<file path="config.mk">
export PLATFORM = sky130hd
export DESIGN_NAME = id_ex_operand_stage
export DESIGN_NICKNAME = d
export VERILOG_FILES = /design/src/rtl/cpu_pkg.sv /design/src/rtl/id_ex_operand_stage_fwd_mux.sv /design/src/rtl/id_ex_operand_stage.sv
export SDC_FILE = /design/constraint.sdc
export NUM_CORES = 1
export LEC_CHECK = 0
export CAP_MARGIN = 20
export CELL_PAD_IN_SITES_DETAIL_PLACEMENT = 0
export CELL_PAD_IN_SITES_GLOBAL_PLACEMENT = 1
export CORE_MARGIN = 5
export CORE_UTILIZATION = 28
export DETAILED_ROUTE_END_ITERATION = 8
export PLACE_DENSITY_LB_ADDON = 0.1
export SLEW_MARGIN = 20
export SYNTH_ARGS = -nofsm -noshare
export SYNTH_HDL_FRONTEND = slang
export SYNTH_SLANG_ARGS = --single-unit
</file>
<file path="constraint.sdc">
create_clock -name clk -period 2.47 [get_ports clk]
set_clock_uncertainty 0.2 [all_clocks]
set_input_delay 0.494 -clock clk [delete_from_list [all_inputs] [get_ports clk]]
set_output_delay 0.494 -clock clk [all_outputs]
set_load 0.05 [all_outputs]
</file>
<file path="src/rtl/cpu_pkg.sv">
// Shared CPU definitions: datapath widths, ALU opcodes and the ID/EX control bundle.
package cpu_pkg;

  localparam int DATA_W = 32;
  localparam int REG_AW = 5;
  localparam int OP_W   = 4;

  localparam logic [OP_W-1:0] A_NOP  = 4'd0;
  localparam logic [OP_W-1:0] A_ADD  = 4'd1;
  localparam logic [OP_W-1:0] A_SUB  = 4'd2;
  localparam logic [OP_W-1:0] A_AND  = 4'd3;
  localparam logic [OP_W-1:0] A_OR   = 4'd4;
  localparam logic [OP_W-1:0] A_XOR  = 4'd5;
  localparam logic [OP_W-1:0] A_NOR  = 4'd6;
  localparam logic [OP_W-1:0] A_SLT  = 4'd7;
  localparam logic [OP_W-1:0] A_SLTU = 4'd8;
  localparam logic [OP_W-1:0] A_SLL  = 4'd9;
  localparam logic [OP_W-1:0] A_SRA  = 4'd10;
  localparam logic [OP_W-1:0] A_SRL  = 4'd11;
  localparam logic [OP_W-1:0] A_LUI  = 4'd12;

  typedef struct packed {
    logic [OP_W-1:0] alu_op;
    logic            sel_imm;
    logic            sel_shamt;
    logic            reg_write;
    logic            mem_read;
    logic            mem_write;
  } id_ex_ctrl_t;

endpackage

</file>
<file path="src/rtl/id_ex_operand_stage_fwd_mux.sv">
// Operand forwarding mux: EX/MEM beats MEM/WB, register 0 never forwards.
// Forwarding is compiled in only when ID_EX_FORWARD_EN is defined.
module fwd_mux #(
  parameter int DATA_W = 32,
  parameter int REG_AW = 5
) (
  input  logic [REG_AW-1:0] idx_i,
  input  logic [DATA_W-1:0] reg_data_i,
  input  logic              exm_reg_write_i,
  input  logic [REG_AW-1:0] exm_rd_i,
  input  logic [DATA_W-1:0] exm_result_i,
  input  logic              mwb_reg_write_i,
  input  logic [REG_AW-1:0] mwb_rd_i,
  input  logic [DATA_W-1:0] mwb_result_i,
  output logic [DATA_W-1:0] fwd_o
);

`ifdef ID_EX_FORWARD_EN
  always_comb begin
    fwd_o = reg_data_i;
    if (exm_reg_write_i && (exm_rd_i != '0) && (exm_rd_i == idx_i)) begin
      fwd_o = exm_result_i;
    end else if (mwb_reg_write_i && (mwb_rd_i != '0) && (mwb_rd_i == idx_i)) begin
      fwd_o = mwb_result_i;
    end
  end
`else
  // Without forwarding the hazard unit serialises RAW pairs, so these are dead.
  logic unused_fwd;
  assign unused_fwd = ^{idx_i, exm_reg_write_i, exm_rd_i, exm_result_i,
                        mwb_reg_write_i, mwb_rd_i, mwb_result_i};
  assign fwd_o = reg_data_i;
`endif

endmodule

</file>
<file path="src/rtl/id_ex_operand_stage.sv">
// ID/EX pipeline register with ALU operand selection and load-use detection.
// Optional macro ID_EX_FORWARD_EN enables EX/MEM and MEM/WB operand forwarding.
module id_ex_operand_stage #(
  parameter int DATA_W = cpu_pkg::DATA_W,
  parameter int REG_AW = cpu_pkg::REG_AW,
  parameter int OP_W   = cpu_pkg::OP_W
) (
  input  logic              clk,
  input  logic              rst,
  input  logic              stall,
  input  logic              flush,
  input  logic              id_valid,
  input  logic [OP_W-1:0]   id_alu_op,
  input  logic [DATA_W-1:0] id_rs_data,
  input  logic [DATA_W-1:0] id_rt_data,
  input  logic [DATA_W-1:0] id_imm,
  input  logic [4:0]        id_shamt,
  input  logic [REG_AW-1:0] id_rs,
  input  logic [REG_AW-1:0] id_rt,
  input  logic [REG_AW-1:0] id_rd,
  input  logic              id_sel_imm,
  input  logic              id_sel_shamt,
  input  logic              id_reg_write,
  input  logic              id_mem_read,
  input  logic              id_mem_write,
  input  logic              exm_reg_write,
  input  logic [REG_AW-1:0] exm_rd,
  input  logic [DATA_W-1:0] exm_result,
  input  logic              mwb_reg_write,
  input  logic [REG_AW-1:0] mwb_rd,
  input  logic [DATA_W-1:0] mwb_result,
  output logic              ex_valid,
  output logic [DATA_W-1:0] alu_a,
  output logic [DATA_W-1:0] alu_b,
  output logic [OP_W-1:0]   alu_op,
  output logic [DATA_W-1:0] ex_store_data,
  output logic [REG_AW-1:0] ex_rd,
  output logic              ex_reg_write,
  output logic              ex_mem_read,
  output logic              ex_mem_write,
  output logic              load_use_hazard
);
  import cpu_pkg::id_ex_ctrl_t;

  id_ex_ctrl_t       ctrl_d, ctrl_q;
  logic              valid_d, valid_q;
  logic [DATA_W-1:0] rs_data_d, rs_data_q;
  logic [DATA_W-1:0] rt_data_d, rt_data_q;
  logic [DATA_W-1:0] imm_d, imm_q;
  logic [4:0]        shamt_d, shamt_q;
  logic [REG_AW-1:0] rs_d, rs_q;
  logic [REG_AW-1:0] rt_d, rt_q;
  logic [REG_AW-1:0] rd_d, rd_q;

  logic [DATA_W-1:0] fwd_rs, fwd_rt;
  logic              hazard_src;

  // flush beats stall; rst is applied in the register process above both.
  always_comb begin
    valid_d   = valid_q;
    ctrl_d    = ctrl_q;
    rs_data_d = rs_data_q;
    rt_data_d = rt_data_q;
    imm_d     = imm_q;
    shamt_d   = shamt_q;
    rs_d      = rs_q;
    rt_d      = rt_q;
    rd_d      = rd_q;
    if (flush) begin
      valid_d   = 1'b0;
      ctrl_d    = '0;
      rs_data_d = '0;
      rt_data_d = '0;
      imm_d     = '0;
      shamt_d   = '0;
      rs_d      = '0;
      rt_d      = '0;
      rd_d      = '0;
    end else if (!stall) begin
      valid_d          = id_valid;
      ctrl_d.alu_op    = id_alu_op;
      ctrl_d.sel_imm   = id_sel_imm;
      ctrl_d.sel_shamt = id_sel_shamt;
      ctrl_d.reg_write = id_reg_write & id_valid;
      ctrl_d.mem_read  = id_mem_read & id_valid;
      ctrl_d.mem_write = id_mem_write & id_valid;
      rs_data_d        = id_rs_data;
      rt_data_d        = id_rt_data;
      imm_d            = id_imm;
      shamt_d          = id_shamt;
      rs_d             = id_rs;
      rt_d             = id_rt;
      rd_d             = id_rd;
    end
  end

  always_ff @(posedge clk) begin
    if (rst) begin
      valid_q   <= 1'b0;
      ctrl_q    <= '0;
      rs_data_q <= '0;
      rt_data_q <= '0;
      imm_q     <= '0;
      shamt_q   <= '0;
      rs_q      <= '0;
      rt_q      <= '0;
      rd_q      <= '0;
    end else begin
      valid_q   <= valid_d;
      ctrl_q    <= ctrl_d;
      rs_data_q <= rs_data_d;
      rt_data_q <= rt_data_d;
      imm_q     <= imm_d;
      shamt_q   <= shamt_d;
      rs_q      <= rs_d;
      rt_q      <= rt_d;
      rd_q      <= rd_d;
    end
  end

  fwd_mux #(.DATA_W(DATA_W), .REG_AW(REG_AW)) u_fwd_rs (
    .idx_i(rs_q), .reg_data_i(rs_data_q),
    .exm_reg_write_i(exm_reg_write), .exm_rd_i(exm_rd), .exm_result_i(exm_result),
    .mwb_reg_write_i(mwb_reg_write), .mwb_rd_i(mwb_rd), .mwb_result_i(mwb_result),
    .fwd_o(fwd_rs)
  );

  fwd_mux #(.DATA_W(DATA_W), .REG_AW(REG_AW)) u_fwd_rt (
    .idx_i(rt_q), .reg_data_i(rt_data_q),
    .exm_reg_write_i(exm_reg_write), .exm_rd_i(exm_rd), .exm_result_i(exm_result),
    .mwb_reg_write_i(mwb_reg_write), .mwb_rd_i(mwb_rd), .mwb_result_i(mwb_result),
    .fwd_o(fwd_rt)
  );

  assign alu_a         = ctrl_q.sel_shamt ? {{(DATA_W-5){1'b0}}, shamt_q} : fwd_rs;
  assign alu_b         = ctrl_q.sel_imm ? imm_q : fwd_rt;
  assign ex_store_data = fwd_rt;
  assign ex_valid      = valid_q;
  assign alu_op        = ctrl_q.alu_op;
  assign ex_rd         = rd_q;
  assign ex_reg_write  = ctrl_q.reg_write;
  assign ex_mem_read   = ctrl_q.mem_read;
  assign ex_mem_write  = ctrl_q.mem_write;

  // Without forwarding every in-flight writer is a hazard, not just loads.
`ifdef ID_EX_FORWARD_EN
  assign hazard_src = ctrl_q.mem_read;
`else
  assign hazard_src = ctrl_q.reg_write;
`endif

  assign load_use_hazard = valid_q & hazard_src & (rd_q != '0) & id_valid &
                           ((rd_q == id_rs) | (rd_q == id_rt));

endmodule

</file>
==> results.yml <==
cells_and_area:
  area_delta_synth_final_pct: 74.0
  fin_cells: 940
  nNetsFinal: 908
  final.fill_count: 1565
  final_common_cell: "clkdlybuf4s50_1"
  final_util_pct: 49.2
  drive_above_1_share_pct: 21.3
  final_cell_mix: "clkdlybuf4s50_1 (172), nor2_1 (116), dfxtp_1 (113), mux2i_1 (112), buf_12 (41)"
  antennaDiodeCount: 0
timing:
  finalCritPeriodShare_pct: 97.6
  layout_min_cycle_time_ns: 2.41
  tightest_slew_ns: 0.548
  fmax_mhz: 415
  rsz0062_at_grt: "yes"
  finalHoldViolations: 0
  setup_viol: 0
  fin_hold_ws_ns: 0.285
  max_slew_margin_pct: 63.3
  report.final.slew_viol_count: 0
cts:
  cts_buffers: 17
  cts.clk_slew.worst_paths_ns: 0.06
  post-cts-setup-buffer-count: 0
  cts_root_buf: "clkbuf_16"
  clk_latency_ns: 0.41
  clockBufferDepth: 2
  cts_sinks: 116
  h-tree-depth: 4
  cts_tree: "yes"
critical_path:
  reg2reg_depth: 3
  path_max_fanout: 1
  slowest_stage: "clkdlybuf4s50_1"
  path_cells: "clkdlybuf4s50_1 -> xor2_1 -> nor3_1 -> nand3_1 -> a21oi_2 -> buf_12"
  cp-start-kind: "primary input"
  path_buf_inv: 2
  required_ns: 1.78
  arrival_ns: 1.72
  path_delay_family: "buffers and inverters"
  timing.rr.start: "ctrl_q[3]"
  critPathMaxStageDelay_ns: 0.41
  critical_path_class: "primary input to primary output"
  reg2reg_slack_ns: 1.29
  r2r-end: "ctrl_q[3]"
  worstSetupEndpointType: "primary output"
grt:
  first_global_vias: 4354
  met1_usage_pct: 16.5
  busiest_layer: "met2"
  grt_use_met3_pct: 6.94
  grt-ovfl-total: 0
  grt_pass1_wl_um: 22600
  met2_usage_pct: 23.1
  grt.total_usage_pct: 14.3
  grt_max_degree: 42
  antenna_found_initial: 0
flow_run:
  maxCapViolations: 0
hold_path:
  whs_path_depth: 2
  hp-class: "register to register"
  hold_start: "rs_data_q[28]"
  whs_endpoint: "rs_data_q[28]"
synth:
  ys_seq_area_share_pct: 48.0
  syn-num-nets: 674
  synth_area_um2: 4840
  netlist_instances: 468
  avgSynthCellArea_um2: 10.3
  ys_types: 18
  ys_ff_latch: 116
  ys_warn_count: 0
placement:
  hpwl_um: 10700
  place.gp.congestion: 0.815
  portBuffers: 239
  dp_cells: 908
routing:
  drc_errors: 0
  first_iter_violations: 101
  wl_um: 14500
  viasPerCell: 4.35
  drt_pass1_iterations: 4
  wire_per_inst_um: 15.4
  vias: 4085
  drtAntennaViolNets: 0
floorplanning:
  die_h_um: 141
  ios: 316
  rows: 48
  start_util_pct: 28.3
  dieWidth_um: 141
  core-area_um2: 17100
  die-area_um2: 20000
power:
  p_leak_nw: 3.64
  finalPower_mw: 5.55
  ir_drop_uv: 427
  power-per-cell-area_nw_per_um2: 659
run_status:
  status: "completed"
-- what timing repair did --
action | 4_1_cts | 5_1_grt
resized for setup | 3 | 3
pin swaps | 0 | 2
endpoints found under the hold margin | 0 | 0
hold buffers | 0 | 0
endpoints found under the setup margin | 29 | 7
-- routing by layer --
| layer | up-vias | share of wire, % |
|---|---|---|
| met2 | 159 | 47 |
| met4 | 0 | 1.8 |
| li1 | 2034 | - |
| met3 | 23 | 11 |
| met1 | 1869 | 41 |
| met5 | - | 0 |
-- flip-flops by register name, summed over array words and instances (netlist names) --
name          flops
alu_op            4
ctrl_q            2
ex_mem_read       1
ex_mem_write      1
ex_rd             5
ex_reg_write      1
ex_valid          1
imm_q            32
rs_data_q        32
rt_data_q        32
shamt_q           5
-- per-stage QoR --
| step | area, um^2 | setup TNS (ns) | worst slack [ns] |
|---|---|---|---|
| 4_1_cts | 8420 | 0 | 0.00250 |
| 2_1_floorplan | 4840 | 0 | 0.177 |
| 5_1_grt | 8420 | -0.00857 | -0.00857 |
| 6_report | 8420 | 0 | 0.0583 |
| 3_5_place_dp | 7760 | 0 | 0.0637 |
| 3_3_place_gp | 7760 | 0 | 0.0318 |
-- cell families (layout without fill, tap and decap cells) --
kind of cell / count (synthesis) / in the layout / share of synthesized area (%)
compound gates: 6 / 6 / 0.853
xor+xnor: 10 / 10 / 1.81
buf+inv: 37 / 284 / 4.24
flops: 116 / 116 / 48.0
mux: 149 / 149 / 31.8
simple gates: 150 / 150 / 13.3
-- worst reg2reg max path: stages (launching register included) --
cell     delay, ns
dfxtp_2       0.50
buf_4         0.24
mux2i_1       0.09
nor2_1        0.09
-- cells in the mapped netlist --
| cell type | n | share of area [%] |
|---|---|---|
| or4_1 | 1 | 0.16 |
| xnor2_1 | 4 | 0.72 |
| a21oi_1 | 2 | 0.21 |
| nor3_1 | 2 | 0.21 |
| buf_6 | 2 | 0.47 |
| nand3_1 | 2 | 0.21 |
| a22oi_1 | 3 | 0.47 |
| clkbuf_1 | 10 | 0.78 |
| mux2_2 | 37 | 8.6 |
| buf_4 | 8 | 1.2 |
| or2_1 | 1 | 0.13 |
| buf_2 | 17 | 1.8 |
| dfxtp_1 | 116 | 48 |
| xor2_1 | 6 | 1.1 |
| mux2i_1 | 112 | 23 |
| nor2b_1 | 28 | 3.6 |
| o2111ai_1 | 1 | 0.18 |
| nor2_1 | 116 | 9.0 |
-- cell type report --
class	instances	area, um^2	share of cell area, %
Timing Repair Buffer	252	2840	33.8
Multi-Input combinational cell	315	2330	27.6
Sequential cell	116	2330	27.6
Clock buffer	22	464	5.51
Tap cell	225	282	3.34
Clock inverter	10	178	2.11
-- worst max path at each step --
| stage | depth (start not counted) | endpoint | slack (ns) | from |
|---|---|---|---|---|
| after global routing | 6 | load_use_hazard | -0.009 | id_rt[0] |
| after CTS | 4 | load_use_hazard | 0.003 | ex_rd[0] |
| after global placement | 6 | load_use_hazard | 0.03 | id_rs[2] |
| after detailed placement | 6 | load_use_hazard | 0.06 | id_rs[2] |
| final | 6 | load_use_hazard | 0.06 | id_rt[1] |
| after floorplan | 4 | load_use_hazard | 0.18 | ex_rd[1] |
-- report_power, final --
part           internal, mW  total (mW)  switching (mW)
registers              1.94        1.98          0.0402
clock network          1.84        2.68           0.845
logic                 0.463       0.894           0.431
total                  4.23        5.55            1.32
No activity file was read; power rests on OpenSTA's default activity.
